--- src/rtl/apb_cmd_master.sv ---
// apb_cmd_master: APB4 requester that turns a valid/ready command channel
// into APB SETUP/ACCESS transfers and returns read data and error status on
// a valid/ready response channel. One transfer is outstanding at a time.
//
// Optional build macro: APB_CMD_MASTER_TIMEOUT_EN
//   When defined, an ACCESS-phase watchdog aborts a transfer after
//   TIMEOUT_CYCLES wait cycles and reports it as an error response.
//   When undefined, ACCESS waits for PREADY indefinitely.
module apb_cmd_master #(
  parameter int ADDR_W         = 32,
  parameter int DATA_W         = 32,
  parameter int TIMEOUT_CYCLES = 16
) (
  input  logic                PCLK,
  input  logic                PRESETn,
  // command channel
  input  logic                cmd_valid,
  output logic                cmd_ready,
  input  logic                cmd_write,
  input  logic [ADDR_W-1:0]   cmd_addr,
  input  logic [DATA_W-1:0]   cmd_wdata,
  input  logic [DATA_W/8-1:0] cmd_strb,
  // response channel
  output logic                rsp_valid,
  input  logic                rsp_ready,
  output logic [DATA_W-1:0]   rsp_rdata,
  output logic                rsp_err,
  // APB requester port
  output logic [ADDR_W-1:0]   PADDR,
  output logic                PSELx,
  output logic                PENABLE,
  output logic                PWRITE,
  output logic [DATA_W-1:0]   PWDATA,
  output logic [DATA_W/8-1:0] PSTRB,
  input  logic                PREADY,
  input  logic [DATA_W-1:0]   PRDATA,
  input  logic                PSLVERR
);

  typedef enum logic [1:0] {
    ST_IDLE   = 2'd0,
    ST_SETUP  = 2'd1,
    ST_ACCESS = 2'd2,
    ST_RESP   = 2'd3
  } state_t;

  state_t state_reg;

`ifdef APB_CMD_MASTER_TIMEOUT_EN
  // Wide enough to hold the limit itself.
  localparam int CNT_W = $clog2(TIMEOUT_CYCLES + 1);
  localparam logic [CNT_W-1:0] CNT_LAST = CNT_W'(TIMEOUT_CYCLES - 1);

  // Number of PREADY=0 cycles seen in the current ACCESS phase.
  logic [CNT_W-1:0] timeout_cnt_reg;
`else
  // The watchdog depth only matters when the watchdog is built in.
  localparam int timeout_cycles_unused = TIMEOUT_CYCLES;
`endif

  // Transfer sequencer: every output is a register written from here, so the
  // APB and handshake signals are glitch-free and change only on PCLK rise.
  always_ff @(posedge PCLK) begin
    if (!PRESETn) begin
      state_reg <= ST_IDLE;
      cmd_ready <= 1'b0;
      rsp_valid <= 1'b0;
      rsp_rdata <= '0;
      rsp_err   <= 1'b0;
      PADDR     <= '0;
      PSELx     <= 1'b0;
      PENABLE   <= 1'b0;
      PWRITE    <= 1'b0;
      PWDATA    <= '0;
      PSTRB     <= '0;
`ifdef APB_CMD_MASTER_TIMEOUT_EN
      timeout_cnt_reg <= '0;
`endif
    end else begin
      case (state_reg)
        ST_IDLE: begin
          if (cmd_valid && cmd_ready) begin
            // The APB output registers double as the command latch. Reads
            // never expose stale write data or strobes on the bus.
            cmd_ready <= 1'b0;
            PSELx     <= 1'b1;
            PENABLE   <= 1'b0;
            PWRITE    <= cmd_write;
            PADDR     <= cmd_addr;
            PWDATA    <= cmd_write ? cmd_wdata : '0;
            PSTRB     <= cmd_write ? cmd_strb : '0;
            state_reg <= ST_SETUP;
          end else begin
            // Ready is registered: it rises one cycle after IDLE is entered.
            cmd_ready <= 1'b1;
          end
        end

        ST_SETUP: begin
          PENABLE   <= 1'b1;
          state_reg <= ST_ACCESS;
`ifdef APB_CMD_MASTER_TIMEOUT_EN
          timeout_cnt_reg <= '0;
`endif
        end

        ST_ACCESS: begin
          // PREADY has priority over the watchdog, so a slave answering on
          // the final allowed cycle still completes normally. PSLVERR only
          // has meaning alongside PREADY.
          if (PREADY) begin
            PSELx     <= 1'b0;
            PENABLE   <= 1'b0;
            rsp_valid <= 1'b1;
            rsp_rdata <= PWRITE ? '0 : PRDATA;
            rsp_err   <= PSLVERR;
            state_reg <= ST_RESP;
          end
`ifdef APB_CMD_MASTER_TIMEOUT_EN
          else if (timeout_cnt_reg == CNT_LAST) begin
            // This wait cycle brings the count to the limit: abandon the bus.
            PSELx     <= 1'b0;
            PENABLE   <= 1'b0;
            rsp_valid <= 1'b1;
            rsp_rdata <= '0;
            rsp_err   <= 1'b1;
            state_reg <= ST_RESP;
          end else begin
            timeout_cnt_reg <= timeout_cnt_reg + 1'b1;
          end
`endif
        end

        ST_RESP: begin
          // Response data stays frozen until the consumer takes it.
          if (rsp_ready) begin
            rsp_valid <= 1'b0;
            state_reg <= ST_IDLE;
          end
        end

        default: begin
          state_reg <= ST_IDLE;
        end
      endcase
    end
  end

endmodule

--- config.mk ---
export PLATFORM = sky130hd
export DESIGN_NAME = apb_cmd_master
export DESIGN_NICKNAME = d
export VERILOG_FILES = /design/src/rtl/apb_cmd_master.sv
export SDC_FILE = /design/constraint.sdc
export NUM_CORES = 1
export LEC_CHECK = 0
export ABC_AREA = 1
export CORE_ASPECT_RATIO = 1.4
export CORE_UTILIZATION = 39
export CTS_CLUSTER_DIAMETER = 50
export DETAILED_ROUTE_END_ITERATION = 7
export PLACE_DENSITY = 0.84
export SLEW_MARGIN = 20
export SYNTH_ARGS = -nofsm -noshare
export SYNTH_HDL_FRONTEND = slang
export SYNTH_SLANG_ARGS = --single-unit
--- constraint.sdc ---
create_clock -name PCLK -period 1.8 [get_ports PCLK]
set_clock_uncertainty 0.1 [all_clocks]
set_input_delay 0.36 -clock PCLK [delete_from_list [all_inputs] [get_ports PCLK]]
set_output_delay 0.36 -clock PCLK [all_outputs]
set_load 0.03 [all_outputs]
==> results.md, run 1 <==
* Status: finished, final reports clean
* Post-CTS setup repair buffer count at 0
* Number of global-route vias before repair at 3928
* Syn nets at a little over 600
* RSZ-0062 raised after global routing: no
* Final WL at around 12 mm
* Crit Path Class: reg -> reg
* #FFs+latches synth at 108
* Io pins at ~210
* Clock Latency Late Sink at 0.33 ns
* CP cell instances: inv_1, ha_1, nand3_4, nor2_8, buf_4, nand2_1, a21oi_1
* Slew Viols, Final at 0
* Share of cells above drive strength 1 at 0.0474
* Final #Nets at 827
* Ant diodes at 0
* Synth area leaders: dfxtp_1, nand2_1, a21oi_1
* DP HPWL at 8.48 mm
* Crit path max fanout at 12
* Final Hold Viols at 0
* Starting Density at 0.400
* Synth cell count leaders: nand2_1, dfxtp_1, a21oi_1
* Syn-to-layout area delta at 63.5%
* Main synth FF type: dfxtp_1
* Clock transition at path regs at 0.07 ns
* H-tree depth at 3
* Total clock sinks at 108
* Hold Crit Class: reg -> reg
* Port Buffers at 212
* Internal at roughly 4600 µW
* Hold-fix buffers at CTS at 0
* Total Routing Usage GR at 0.221
* Warnings, synthesis at 0
* Max VDD drop at about 0.53 mV
* Vias at 4113
* Arrival time worst endpoint at 1.83 ns
* Initial antenna violation count at 0
* Switching share of power at 0.337
* Sequential share of power at 0.403
* Yosys top cell area share at 0.546
* Fmax at about 0.60 GHz
* Largest net degree at the start of global routing at 55
* DIE WIDTH at 87.2 µm
* Core Rows at 43
* Number of synthesized flops with an enable pin at 0
* PD cells at ~1100 nW/µm²
* Count leader, synth: nand2_1
* Worst setup margin at 0.138 ns
* Design area at 6480 µm²
* Switch Pwr at 2360 µW
* Clock power share at 0.277
* DRC Markers at 0
* Routed Antenna Nets at 0
* Sequential area share after synthesis at 0.546
* Post-Syn Area per Cell at 7.80 µm²
* RePlAce Congestion at 0.786
* Slew @ Worst Pin at 0.353 ns
* Leak at 0.00291 µW
* DP Area at 6290 µm²
* Cells after Synth at 508
* Final period util at 0.923
* Slew headroom at 0.765
* Fin crit period at 1.66 ns
* CP top delay family: simple AND/OR/NAND/NOR gates
* Critical Path End Type: register
* Syn Std Cell Area at 3960 µm²
* Max cap viols at 0
* CP max-delay cell: dfxtp_2
* Worst setup SP type: register
* Mean routed wirelength per cell at 13.8 µm
* Area of the core at 9900 µm²
* Initial DRT Pass Iterations at 4
* CP bufs+invs at 2
* Async S/R FF share, synth at 0
* Die height at 121 µm
* Vias/cell at ~4.8
* Die area at 10600 µm²
* Largest registers: PADDR (32), PWDATA (32), rsp_rdata (32)
* CTS root buf: clkbuf_16
* Clk buf depth at 2
* TritonCTS buffer count at 9
* Post-synthesis cell type count at 17
* Place WS at -0.0267 ns
* Iter 0 DRT Violations at 166
* First-pass GRT wire length at 18.2 mm
* Worst path max stage delay at 0.35 ns
* CTS tree: yes
* WP data required at 1.96 ns
* Comb pwr share at 0.321
* Final setup fails at 0
* Largest area contributor in the netlist: dfxtp_1
* Total gr overflow at 0
stage by stage:
step           utilization  power (µW)  setup TNS, ns  cells  hold WS, ns
2_1_floorplan            -        4220              0    508        0.403
3_3_place_gp         0.635        5210              0    837        0.350
3_5_place_dp         0.635        5280        -0.0284    837        0.355
4_1_cts              0.652        7050              0    853        0.362
5_1_grt              0.654        7360              0    853        0.382
6_report             0.654        7010              0    853        0.360
worst register-to-register path: stages (launching register included):
cell	delay, ns
dfxtp_2	0.35
inv_1	0.16
ha_1	0.27
nand3_4	0.17
nor2_8	0.14
buf_4	0.19
nand2_1	0.08
a21oi_1	0.13
power by group through the flow:
stage / registers, µW / logic (µW) / clock network [µW]
final: 2820 / 2250 / 1940
after global routing: 2860 / 2430 / 2070
after CTS: 2820 / 2250 / 1980
after detailed placement: 2880 / 2400 / 0
after global placement: 2860 / 2340 / 0
after floorplan: 3390 / 828 / 0
cells by family after synthesis:
logic type | after synthesis | share of synthesized area
compound gates | 103 | 0.130
fa+ha+maj | 7 | 0.0221
flops | 108 | 0.546
buf+inv | 52 | 0.0559
simple gates | 238 | 0.246
placed cells by master, fill, tap and decap left out, types with 4 or more instances in the layout:
cell and count:
nand2_1 187, dfxtp_1 107, clkdlybuf4s50_1 106, dlygate4sd2_1 102, a21oi_1 101, nand3_1 35, inv_1 16, nor2_1 11
clkbuf_16 9, buf_4 8, ha_1 7, buf_12 6, dlymetal6s2s_1 4
worst paths after layout:
path                              endpoint          from  slack, ns  cells after the start
worst max-delay path            PWDATA[29]  state_reg[0]       0.14                      7
worst min-delay path              PSTRB[1]      PSTRB[1]       0.36                      2
worst max register to register  PWDATA[29]  state_reg[0]       0.14                      7
worst min register to register    PSTRB[1]      PSTRB[1]       0.36                      2
layer usage:
layer,track usage,part of all wire,up-vias
met1,0.243,0.38,1890
met2,0.395,0.53,148
met4,0.120,0.033,0
met5,0,0,-
met3,0.0381,0.053,34
li1,-,-,2041
repair_timing:
action | 4_1_cts | 5_1_grt
pin swaps | 0 | 0
resized for setup | 102 | 7
endpoints found under the setup margin | 102 | 40
area by class of cell:
| cell class | count | area [µm²] |
|---|---|---|
| multi-input combinational | 348 | 1580 |
| inverter | 19 | 71.3 |
| tap | 135 | 169 |
| sequential | 108 | 2160 |
| fill | 905 | 3420 |
| timing repair buffer | 227 | 2200 |
| clock inverter | 4 | 48.8 |
| clock buffer | 12 | 246 |
Power figures use the tool's default switching activity.
==> run 2: changes to the inputs <==
- CORE_ASPECT_RATIO: 1.4 -> 0.75
- CTS_CLUSTER_DIAMETER: 50 -> 60
- clock period: 1.8 -> 1.7 ns (I/O delays scaled with it)
==> run 2 against run 1 <==
Via count down 0.97%. Clock power up 6%. Clock-buffer cell count down 1. Largest cell class unchanged. Global-route usage down 0.24 points. Register-to-register slack worse by 0.03 ns. Total power up 6.1%. Sequential power up 6%. Cell count down 0.12%.
==> results.md, run 2 (synthesis gave the netlist of run 1 again) <==
* Critical path depth in cells at 7
* Clock transition at path regs at 0.07 ns
* Slew headroom at 0.770
* FILL cells at 825
* Comb pwr share at 0.323
* Total gr overflow at 0
* Hold Crit Class: reg -> reg
* Final period util at 0.937
* Mean routed wirelength per cell at between 10 and 15 µm
* Area of the core at around 10000 µm²
* CTS root buf: clkbuf_16
* Slew @ Worst Pin at 0.347 ns
* CP max-delay cell: dfxtp_1
* Largest registers: PADDR (32), PWDATA (32), rsp_rdata (32)
* Starting Density at 0.405
* WP data required at 1.86 ns
* Routed Antenna Nets at 0
* H-tree depth at 3
* CP startpoint: state_reg[1]
* Max VDD drop at 0.619 mV
* Commonest non-fill, non-tap cells in the layout: nand2_1, dfxtp_1, clkdlybuf4s50_1, dlygate4sd2_1, a21oi_1
* Crit Path Class: reg -> reg
* R2R cell count at 7
* Clock Latency Late Sink at between 0.3 and 0.4 ns
* Slew Viols, Final at 0
* Final Hold Viols at 0
* Fin crit period at 1.59 ns
* DP Area at 6340 µm²
* Worst setup SP type: register
* CP bufs+invs at 2
* Hold-fix buffers at CTS at 0
* Cts repair resizes at 108
* Commonest non-fill, non-tap cell in the layout: nand2_1
* CP cell instances: inv_1, ha_2, nand3_4, nor2_8, buf_6, nand2_1, a21oi_1
* Worst path max stage delay at 0.36 ns
* Share of cells above drive strength 1 at 0.0528
* Critical R2R Launch: state_reg[1]
* TritonCTS buffer count at 9
* Final WL at between 10 and 15 mm
* Sequential share of power at 0.401
* Clock power share at 0.276
* Status: finished, final reports clean
* Internal at about 5000 µW
* Crit path max fanout at 15
* Number of global-route vias before repair at 3849
* Worst setup margin at between 0.1 and 0.15 ns
* DP HPWL at roughly 8.6 mm
* Place WS at -0.0908 ns
* Switch Pwr at 2520 µW
* R2r setup slk at 0.11 ns
* PD cells at 1140 nW/µm²
* Ant diodes at 0
* Post-CTS setup repair buffer count at 0
* Die area at between 10000 and 15000 µm²
* RePlAce Congestion at 0.801
* Port Buffers at 212
* Initial DRT Pass Iterations at 5
* Total Routing Usage GR at 0.218
* CTS tree: yes
* DIE WIDTH at roughly 120 µm
* Arrival time worst endpoint at 1.76 ns
* Vias at slightly above 4k
* Iter 0 DRT Violations at roughly 110
* DRC Markers at 0
* Hold Worst Slack at about 0.36 ns
* Leak at a little under 0.003 µW
* Switching share of power at 0.339
* Reg-to-reg critical path endpoint: PWDATA[5]
* Fmax at approximately 0.63 GHz
* Largest net degree at the start of global routing at 40
* Io pins at 213
* Syn-to-layout area delta at 64.4%
* Clk buf depth at 2
* Final core occ at 0.666
* Pwr Total at 7440 µW
* First-pass GRT wire length at 18.3 mm
* Initial antenna violation count at 0
* Vias/cell at roughly 4.8
* CP top delay family: simple AND/OR/NAND/NOR gates
* Worst setup path end: PWDATA[5]
* Final #Nets at 829
* Core Rows at 31
* Total clock sinks at 108
* Max cap viols at 0
* Design area at 6510 µm²
* Critical Path End Type: register
* Final setup fails at 0
* Die height at 89.3 µm
## run 2: worst min-delay path by stage
stage	startpoint	to	slack (ns)	depth (start not counted)
global placement	PADDR[9]	PADDR[9]	0.35	2
finish	PADDR[16]	PADDR[16]	0.36	2
global route	PADDR[3]	PADDR[3]	0.38	2
CTS	PADDR[16]	PADDR[16]	0.36	2
detailed placement	PADDR[16]	PADDR[16]	0.35	2
floorplan	cmd_strb[0]	PSTRB[0]	0.38	2
## run 2: metrics by stage
stage                     setup TNS (ns)  cells
after floorplan                        0    508
after global placement            -0.286    836
after detailed placement           -1.28    836
after CTS                              0    852
after global routing            -0.00210    852
final                                  0    852
## run 2: worst min-delay path: stages (launching register included)
cell	delay, ns
dfxtp_1	0.31
nand2_1	0.06
a21oi_1	0.05
## run 2: power groups by stage
stage | combinational, µW | sequential, µW | clock (µW)
after detailed placement | 2570 | 3050 | 0
final | 2400 | 2990 | 2050
after floorplan | 876 | 3590 | 0
after global placement | 2520 | 3030 | 0
after CTS | 2410 | 2980 | 2100
after global routing | 2600 | 3020 | 2210
## run 2: final cells by class
| type | instances | area, µm² | area share |
|---|---|---|---|
| clock buffers | 11 | 233 | 0.0357 |
| well taps | 132 | 165 | 0.0254 |
| flip-flops and latches | 108 | 2160 | 0.332 |
| clock inverters | 5 | 61.3 | 0.00941 |
| repair buffers | 229 | 2240 | 0.344 |
| multi-input cells | 348 | 1580 | 0.243 |
| inverters | 19 | 71.3 | 0.0109 |
## run 2: layer usage
layer / routed length (µm) / track usage / vias to the layer above
met5: 0 / 0 / -
met4: 163 / 0.0690 / 0
met3: 842 / 0.0759 / 15
met2: 5910 / 0.396 / 138
met1: 4830 / 0.245 / 1874
li1: - / - / 2046
==> run 3: changes to the inputs <==
- CORE_UTILIZATION: 39 -> 42
- PLACE_DENSITY: 0.84 -> 0.89
- SLEW_MARGIN: 20 -> 30
- clock period: 1.7 -> 1.9 ns (I/O delays scaled with it)
==> run 3 against run 2 <==
Global-route usage up 2.9 points. Combinational power down 5%. Die area down 7.0%. Total power down 4.7%. Utilization up 6.5 points. Flip-flop and latch count unchanged. Hold slack better by 0.0063 ns. Non-clock buffer count down 3. Critical path depth down 6. Final area up 2.0%.
==> results.md, run 3 (synthesis gave the netlist of run 1 again) <==
* Crit path max fanout at 2
* Total Routing Usage GR at 0.247
* CP max-delay cell: clkdlybuf4s50_1
* Ant diodes at 0
* Starting Density at 0.436
* Total gr overflow at 0
* Final period util at 0.984
* Final setup fails at 0
* Hold Crit Class: reg -> reg
* Vias at 4127
* Final Hold Viols at 0
* Commonest non-fill, non-tap cell in the layout: clkdlybuf4s50_1
* Slew Viols, Final at 0
* Final WL at between 10 and 15 mm
* CP cell instances: clkdlybuf4s50_1
* Mean routed wirelength per cell at between 10 and 15 µm
* DRC Markers at 0
* H-tree depth at 3
* Die area at approximately 9800 µm²
* Clock transition at path regs at ~0.070 ns
* Final #Nets at a little over 800
* Vias/cell at 4.88
* First-pass GRT wire length at 19.0 mm
* Port Buffers at 212
* Routed Antenna Nets at 0
* TritonCTS buffer count at 9
* Leak at 0.00255 µW
* CTS root buf: clkbuf_16
* Arrival time worst endpoint at 1.39 ns
* DP HPWL at 8.75 mm
* Initial antenna violation count at 0
* CP top delay family: buffers and inverters
* DP Area at 6270 µm²
* CTS tree: yes
* Largest net degree at the start of global routing at 65
* Crit Path Class: reg -> out
* Hold Worst Slack at approximately 0.36 ns
* Largest registers: PADDR (32), PWDATA (32), rsp_rdata (32)
* Io pins at about 210
* Clk buf depth at 2
* Share of cells above drive strength 1 at 0.0460
* DIE WIDTH at 114 µm
* Max cap viols at 0
* Core Rows at 30
* Slew headroom at 0.755
* Iter 0 DRT Violations at 228
* Clock Latency Late Sink at roughly 0.34 ns
* Commonest non-fill, non-tap cells in the layout: clkdlybuf4s50_1, nand2_1, dfxtp_1
* Post-CTS setup repair buffer count at 0
* WP data required at 1.42 ns
* Fmax at 0.535 GHz
* PD cells at 1070 nW/µm²
* Worst path max stage delay at 0.69 ns
* Syn-to-layout area delta at 67.7%
* Die height at 86.1 µm
* RePlAce Congestion at 0.844
* FILL cells at 666
* Area of the core at just over 9000 µm²
* Hold-fix buffers at CTS at 0
* Initial DRT Pass Iterations at 4
* Status: finished, final reports clean
* CP bufs+invs at 1
* Worst setup SP type: register
* Max VDD drop at 0.763 mV
* Critical Path End Type: output port
* Total clock sinks at 108
* Slew @ Worst Pin at between 0.3 and 0.4 ns
* Number of global-route vias before repair at 4110
* Design area at 6640 µm²
* Fin crit period at approximately 1.9 ns
## run 3: changes by cell type in the layout (fill, tap and decap cells not counted), moves of 3 or more
cell,delta
clkdlybuf4s50_1,+96
buf_12,-3
dlymetal6s2s_1,+10
dlygate4sd2_1,-106
## run 3: layout make-up
| type | instances | area [µm²] | area share |
|---|---|---|---|
| multi-input combinational | 348 | 1580 | 0.238 |
| clock buffer | 10 | 229 | 0.0345 |
| tap | 128 | 160 | 0.0241 |
| timing repair buffer | 226 | 2330 | 0.351 |
| inverter | 19 | 71.3 | 0.0107 |
| sequential | 108 | 2160 | 0.325 |
| clock inverter | 6 | 111 | 0.0168 |
## run 3: per-layer routing
metal / global-route usage / share of wire / vias to the layer above
li1: - / - / 2040
met1: 0.266 / 0.39 / 1875
met2: 0.442 / 0.50 / 177
met3: 0.0806 / 0.079 / 35
met4: 0.115 / 0.031 / 0
met5: 0 / 0 / -
## run 3: through the flow
stage	util	setup TNS, ns	instances	setup slack (ns)	power [µW]
floorplan	-	0	508	0.354	4000
global placement	0.691	0	829	0.154	4930
detailed placement	0.691	0	829	0.0830	5020
CTS	0.728	0	845	0.0163	7130
global route	0.731	-0.00336	845	-0.00336	7420
finish	0.731	0	845	0.0295	7090
## run 3: path summary, 6_finish.rpt
check | start | endpoint | slack [ns] | cells past startpoint
setup / recovery | PWDATA[30] | PWDATA[30] | 0.03 | 1
hold / removal | rsp_rdata[19] | rsp_rdata[19] | 0.36 | 2
setup reg to reg | state_reg[0] | rsp_rdata[8] | 0.18 | 7
hold reg to reg | rsp_rdata[19] | rsp_rdata[19] | 0.36 | 2
## run 3: power breakdown
group	switching [µW]	total, µW	internal [µW]
sequential	157	2690	2530
combinational	1330	2290	966
clock	817	2110	1290
## run 3: repair_timing
action / CTS / global route
endpoints found under the hold margin: 0 / 0
endpoints found under the setup margin: 0 / 11
gates resized for setup: 0 / 11
## run 3: worst min-delay path, delay by kind of cell, from the launching register on
family	cells	cell delay, ns
DFF	1	0.31
and+or+nand+nor	1	0.06
AOI/OAI and AO/OA	1	0.05
